==> src/rtl/stopwatch_display_pkg.sv <==
// Shared definitions for the stopwatch seven-segment display.
//   - Segment patterns (active-low, bit 7 = dp, bits 6:0 = g..a), dp off.
//   - Anode patterns (active-low), one per digit slot plus all-off.
//   - Digit-slot index type, in scan order.
//   - Helper that splits a 0..63 binary value into tens/ones or a dash flag.
package stopwatch_display_pkg;

    localparam logic [7:0] SEG_0    = 8'hC0;
    localparam logic [7:0] SEG_1    = 8'hF9;
    localparam logic [7:0] SEG_2    = 8'hA4;
    localparam logic [7:0] SEG_3    = 8'hB0;
    localparam logic [7:0] SEG_4    = 8'h99;
    localparam logic [7:0] SEG_5    = 8'h92;
    localparam logic [7:0] SEG_6    = 8'h82;
    localparam logic [7:0] SEG_7    = 8'hF8;
    localparam logic [7:0] SEG_8    = 8'h80;
    localparam logic [7:0] SEG_9    = 8'h90;
    localparam logic [7:0] SEG_DASH = 8'hBF;
    localparam logic [7:0] SEG_OFF  = 8'hFF;

    localparam logic [3:0] AN_OFF      = 4'b1111;
    localparam logic [3:0] AN_SEC_ONES = 4'b1110;
    localparam logic [3:0] AN_SEC_TENS = 4'b1101;
    localparam logic [3:0] AN_MIN_ONES = 4'b1011;
    localparam logic [3:0] AN_MIN_TENS = 4'b0111;

    // Largest value that is shown as digits; anything above shows dashes.
    localparam logic [5:0] MAX_SHOWN = 6'd59;

    typedef enum logic [1:0] {
        DIG_SEC_ONES = 2'd0,
        DIG_SEC_TENS = 2'd1,
        DIG_MIN_ONES = 2'd2,
        DIG_MIN_TENS = 2'd3
    } digit_idx_t;

    typedef struct packed {
        logic       dash;
        logic [3:0] tens;
        logic [3:0] ones;
    } digit_pair_t;

    function automatic digit_pair_t split_value(input logic [5:0] v);
        digit_pair_t p;
        p.dash = (v > MAX_SHOWN);
        p.tens = 4'(v / 6'd10);
        p.ones = 4'(v % 6'd10);
        return p;
    endfunction

    function automatic logic [3:0] anode_for(input digit_idx_t d);
        logic [3:0] a;
        case (d)
            DIG_SEC_ONES: a = AN_SEC_ONES;
            DIG_SEC_TENS: a = AN_SEC_TENS;
            DIG_MIN_ONES: a = AN_MIN_ONES;
            DIG_MIN_TENS: a = AN_MIN_TENS;
            default:      a = AN_OFF;
        endcase
        return a;
    endfunction

endpackage

==> src/rtl/stopwatch_display_seg7_decoder.sv <==
// seg7_decoder: combinational BCD digit to active-low a..g segments.
//   digit : 4-bit value, 0..9 shown, 10..15 blank
//   dash  : 1 = show a dash (only segment g lit), overrides digit
//   seg   : active-low segments, seg[0]=a .. seg[6]=g
module seg7_decoder
    import stopwatch_display_pkg::*;
(
    input  logic [3:0] digit,
    input  logic       dash,
    output logic [6:0] seg
);

    always_comb begin
        seg = SEG_OFF[6:0];
        if (dash) begin
            seg = SEG_DASH[6:0];
        end else begin
            case (digit)
                4'd0:    seg = SEG_0[6:0];
                4'd1:    seg = SEG_1[6:0];
                4'd2:    seg = SEG_2[6:0];
                4'd3:    seg = SEG_3[6:0];
                4'd4:    seg = SEG_4[6:0];
                4'd5:    seg = SEG_5[6:0];
                4'd6:    seg = SEG_6[6:0];
                4'd7:    seg = SEG_7[6:0];
                4'd8:    seg = SEG_8[6:0];
                4'd9:    seg = SEG_9[6:0];
                default: seg = SEG_OFF[6:0];
            endcase
        end
    end

endmodule

==> src/rtl/stopwatch_display.sv <==
// stopwatch_display: drives a 4-digit common-anode multiplexed display as MM.SS.
//   clk       : system clock
//   rst       : synchronous active-high reset
//   seconds   : binary seconds 0..59 (60..63 shown as dashes)
//   minutes   : binary minutes 0..59 (60..63 shown as dashes)
//   blink_en  : 1 = blank the selected pair during the blink off phase
//   blink_sel : 0 = seconds pair, 1 = minutes pair
//   seg       : registered active-low segments, seg[7] = dp
//   an        : registered active-low anodes, an[3] = minutes tens .. an[0] = seconds ones
module stopwatch_display
    import stopwatch_display_pkg::*;
#(
    parameter int unsigned REFRESH_DIV = 100000,
    parameter int unsigned BLINK_DIV   = 25000000
) (
    input  logic       clk,
    input  logic       rst,
    input  logic [5:0] seconds,
    input  logic [5:0] minutes,
    input  logic       blink_en,
    input  logic       blink_sel,
    output logic [7:0] seg,
    output logic [3:0] an
);

    localparam int unsigned RW = (REFRESH_DIV > 2) ? $clog2(REFRESH_DIV) : 1;
    localparam int unsigned BW = (BLINK_DIV > 2) ? $clog2(BLINK_DIV) : 1;
    localparam logic [RW-1:0] REF_LAST   = RW'(REFRESH_DIV - 1);
    localparam logic [BW-1:0] BLINK_LAST = BW'(BLINK_DIV - 1);

    logic [RW-1:0] ref_cnt;
    logic [BW-1:0] blink_cnt;
    logic          ref_tick;
    logic          blink_phase;
    digit_idx_t    d;
    logic [5:0]    cap_min;
    logic [5:0]    cap_sec;

    logic          show_min;
    logic          show_tens;
    logic [5:0]    pair_val;
    digit_pair_t   pair_digits;
    logic [3:0]    dec_digit;
    logic          dec_dash;
    logic [6:0]    dec_seg;
    logic          blank;

    assign ref_tick = (ref_cnt == REF_LAST);

    // Digit scan. Inputs are only sampled as the scan wraps back to slot 0,
    // so one full scan always shows a single coherent MM:SS value.
    always_ff @(posedge clk) begin
        if (rst) begin
            ref_cnt <= '0;
            d       <= DIG_SEC_ONES;
            cap_min <= '0;
            cap_sec <= '0;
        end else if (ref_tick) begin
            ref_cnt <= '0;
            d       <= digit_idx_t'(d + 2'd1);
            if (d == DIG_MIN_TENS) begin
                cap_min <= minutes;
                cap_sec <= seconds;
            end
        end else begin
            ref_cnt <= ref_cnt + 1'b1;
        end
    end

    // Free-running blink timebase; blink_en only gates its effect.
    always_ff @(posedge clk) begin
        if (rst) begin
            blink_cnt   <= '0;
            blink_phase <= 1'b0;
        end else if (blink_cnt == BLINK_LAST) begin
            blink_cnt   <= '0;
            blink_phase <= ~blink_phase;
        end else begin
            blink_cnt <= blink_cnt + 1'b1;
        end
    end

    always_comb begin
        show_min    = (d == DIG_MIN_ONES) || (d == DIG_MIN_TENS);
        show_tens   = (d == DIG_SEC_TENS) || (d == DIG_MIN_TENS);
        pair_val    = show_min ? cap_min : cap_sec;
        pair_digits = split_value(pair_val);
        dec_digit   = show_tens ? pair_digits.tens : pair_digits.ones;
        dec_dash    = pair_digits.dash;
        blank       = blink_en && blink_phase && (blink_sel == show_min);
    end

    seg7_decoder u_dec (
        .digit (dec_digit),
        .dash  (dec_dash),
        .seg   (dec_seg)
    );

    // Blanked slots also drop segments so the dp can never appear without
    // its anode active.
    always_ff @(posedge clk) begin
        if (rst) begin
            an  <= AN_OFF;
            seg <= SEG_OFF;
        end else if (blank) begin
            an  <= AN_OFF;
            seg <= SEG_OFF;
        end else begin
            an  <= anode_for(d);
            seg <= {(d != DIG_MIN_ONES), dec_seg};
        end
    end

endmodule

==> config.mk <==
export PLATFORM = sky130hd
export DESIGN_NAME = stopwatch_display
export DESIGN_NICKNAME = d
export VERILOG_FILES = /design/src/rtl/stopwatch_display_pkg.sv /design/src/rtl/stopwatch_display_seg7_decoder.sv /design/src/rtl/stopwatch_display.sv
export SDC_FILE = /design/constraint.sdc
export NUM_CORES = 1
export LEC_CHECK = 0
export CAP_MARGIN = 20
export CORE_UTILIZATION = 40
export CTS_CLUSTER_DIAMETER = 50
export DETAILED_ROUTE_END_ITERATION = 10
export RECOVER_POWER = 50
export SLEW_MARGIN = 20
export SYNTH_ARGS = -nofsm -noshare
export SYNTH_HDL_FRONTEND = slang
export SYNTH_SLANG_ARGS = --single-unit
==> constraint.sdc <==
create_clock -name clk -period 5.1 [get_ports clk]
set_input_delay 0.51 -clock clk [delete_from_list [all_inputs] [get_ports clk]]
set_output_delay 0.51 -clock clk [all_outputs]
set_load 0.02 [all_outputs]
==> flow_metrics.py <==
metrics = {
    "status": {
        "status": "completed",
    },
    "route": {
        "firstDrtPassIters": 4,
        "ant_nets": 0,
        "drc": 0,
        "routed-via-count": 2728,
        "wl_per_cell_um": 12.6,
        "routed_wl_um": 6800,
        "vias_per_cell": 5.04,
        "drt-initial-drc-count": 87,
    },
    "clocking": {
        "clk_latency_ns": 0.34,
        "cts_max_path_buffers": 2,
        "cts_resized": 0,
        "clockRootBuffer": "clkbuf_8",
        "clock_sinks": 69,
        "cts_buffers": 9,
        "cts.htree.levels": 3,
        "clk_pin_slew_ns": 0.08,
        "cts_hold_buf": 0,
        "postCtsSetupBuffers": 0,
        "cts_tree": "built",
    },
    "min_path": {
        "hold_start": "ref_cnt[0]",
        "min_path_cells": 1,
        "worst_hold_path_type": "flop to flop",
    },
    "setup_path": {
        "crit_path_max_fanout": 14,
        "start_kind": "flop",
        "slowest_delay_ns": 0.61,
        "cp_common_cell": "ha_1",
        "critPathSlowestCell": "nor2_2",
        "critPathKind": "flop to flop",
        "required_ns": 5.29,
        "crit_start": "d[0]",
        "endpoint_kind": "flop",
        "crit_chain": "inv_1 > ha_1 > nor2_2 > mux2i_1 > inv_1 > ha_1 > o311a_1 > a31o_1 > a211oi_2 > mux2i_1 > o2111ai_1 > and3_1 > ha_1 > o41ai_2 > a31oi_1",
        "timing.rr.start": "d[0]",
        "arrival_ns": 4.88,
        "ff2ff_path_depth": 15,
    },
    "synth": {
        "yosysSeqAreaShare": 0.395,
        "ys_ff_latch": 69,
        "ys_types": 52,
        "ys.flop_type": "dfxtp_1",
        "async_flop_share": 0,
        "ys_warn_count": 0,
        "netlist_area_mm2": 0.00350,
        "synth.avg_cell_area_um2": 8.72,
        "synth_edf_count": 0,
        "synthesis.nets": 433,
        "syn_inst": 401,
    },
    "pwr": {
        "power_density_mw_per_mm2": 255,
        "p_leak_nw": 1.62,
        "total_power_mw": 1.04,
        "irDropWorstVdd_v": 0.000158,
    },
    "timing": {
        "skew_ns": 0.00992,
        "period_needed_ns": 4.69,
        "final-setup-viol-count": 0,
        "relSlewSlack": 0.120,
        "fmax_mhz": 213,
        "worstMarginPinSlew_ns": 1.32,
        "grt_setup_unrepaired": "no",
        "slew_viol_final": 0,
        "period_share": 0.919,
        "finalHoldViolCount": 0,
        "fin_tns_setup_ns": 0,
    },
    "floorplanning": {
        "row_count": 33,
        "die_h_um": 95.5,
        "start_util": 0.419,
        "die_width_um": 95.5,
        "core_area_mm2": 0.00834,
        "die_area_mm2": 0.00912,
        "pin_count": 28,
    },
    "placement": {
        "globalplace.congestion": 0.847,
        "dpl.hpwl_um": 4940,
        "portBuffers": 27,
    },
    "global_routing": {
        "gr-usage-all-layers": 0.166,
        "first_global_vias": 2621,
        "grt_max_degree": 25,
        "grt.overflow.total": 0,
        "grt_antenna_before_repair": 0,
        "grt_pass1_wl_um": 11800,
    },
    "cells_and_area": {
        "nNetsFinal": 463,
        "num_antenna_cells": 0,
        "syn_to_final_growth_pct": 16.2,
        "layout-drive-gt1-share": 0.0803,
    },
    "run": {
        "drv_cap": 0,
    },
}
[area by class of cell]
cell class	count	area [um^2]
repair buffers	27	270
fillers	814	4280
multi-input cells	306	2010
clock inverters	5	60.1
clock buffers	11	141
inverters	18	67.6
well taps	105	131
flip-flops and latches	69	1380
[cell families (layout without fill, tap and decap cells)]
logic type	Yosys count	after routing	share of synthesized area
AO/OA/AOI/OAI	45	45	0.101
XOR/XNOR	37	37	0.0927
adder cells (fa/ha/maj)	16	16	0.0572
buffers and inverters	26	61	0.0301
flip-flops	69	69	0.395
multiplexers	24	24	0.0744
AND/OR/NAND/NOR	184	184	0.249
[through the flow]
| stage | hold slack [ns] | cells | utilization | setup slack [ns] | instance area, um^2 |
|---|---|---|---|---|---|
| 2_1_floorplan | 0.418 | 401 | - | 1.16 | 3500 |
| 3_3_place_gp | 0.427 | 525 | 0.463 | 0.546 | 3860 |
| 3_5_place_dp | 0.439 | 525 | 0.463 | 0.455 | 3860 |
| 4_1_cts | 0.452 | 541 | 0.487 | 0.435 | 4060 |
| 5_1_grt | 0.465 | 541 | 0.487 | 0.0171 | 4060 |
| 6_report | 0.447 | 541 | 0.487 | 0.414 | 4060 |
[critical path, delay by kind of cell, from the launching register on]
family / cells / cell delay [ns]
AO/OA/AOI/OAI: 6 / 1.29
multiplexers: 2 / 0.90
adder cells (fa/ha/maj): 3 / 0.88
AND/OR/NAND/NOR: 2 / 0.86
flip-flops: 1 / 0.39
buffers and inverters: 2 / 0.24
[cells in the mapped netlist, types with 4 or more instances]
master,number,area [um^2]
a21oi_1,11,55.1
a31oi_1,4,25.0
and3_1,12,75.1
clkbuf_1,6,22.5
dfxtp_1,69,1380
ha_1,16,200
inv_1,16,60.1
mux2i_1,19,190
nand2_1,35,131
nand2b_1,4,25.0
nand3_1,22,110
nand4_1,5,31.3
nor2_1,75,282
nor3_1,4,20.0
o21ai_0,6,30.0
o21ai_1,6,30.0
or3_1,8,50.1
xnor2_1,15,131
xor2_1,22,193
[registers in the layout (all words and copies together), names as in the netlist]
register and flops:
d 2, blink_cnt 25, blink_phase 1, cap_min 6, cap_sec 6, seg 8
an 4, ref_cnt 17
[power breakdown]
| group | internal (mW) | switching, mW |
|---|---|---|
| clock | 0.240 | 0.208 |
| combinational | 0.0198 | 0.0207 |
| sequential | 0.546 | 0.00358 |
| total | 0.805 | 0.232 |
[path summary, 6_finish.rpt]
kind	endpoint	slack, ns
hold / removal	ref_cnt[0]	0.45
hold reg to reg	ref_cnt[0]	0.45
setup reg to reg	seg[6]	0.41
setup / recovery	seg[6]	0.41
[metal layers]
metal  share of wire  up-vias  track usage
met2            0.48       46        0.286
met3           0.038       13       0.0510
met4           0.014        0       0.0560
met1            0.47     1249        0.194
li1                -     1420            -
met5               0        -            0
[cell usage in the layout, fill, tap and decap left out, drive strengths merged, types with 2 or more instances in the layout]
| cell type | synthesis | layout |
|---|---|---|
| and2 | 2 | 2 |
| clkbuf | 6 | 11 |
| nand4 | 5 | 5 |
| nor3 | 4 | 4 |
| nor4b | 3 | 3 |
| dfxtp | 69 | 69 |
| o311a | 2 | 2 |
| xor2 | 22 | 22 |
| clkdlybuf4s50 | 0 | 14 |
| and3 | 12 | 12 |
| dlygate4sd3 | 0 | 13 |
| mux2 | 4 | 4 |
| mux2i | 20 | 20 |
| o21ai | 12 | 12 |
| a211oi | 2 | 2 |
| or3 | 8 | 8 |
| ha | 16 | 16 |
| clkinv | 0 | 3 |
| a31o | 2 | 2 |
| nor2 | 76 | 76 |
| a22oi | 3 | 3 |
| nand2 | 35 | 35 |
| or2 | 4 | 4 |
| nand2b | 4 | 4 |
| a32oi | 2 | 2 |
| xnor2 | 15 | 15 |
| a31oi | 4 | 4 |
| nor2b | 3 | 3 |
| a21oi | 12 | 12 |
| inv | 18 | 18 |
| nand3 | 22 | 22 |
Note: power is estimated with default switching activity, not from simulation.
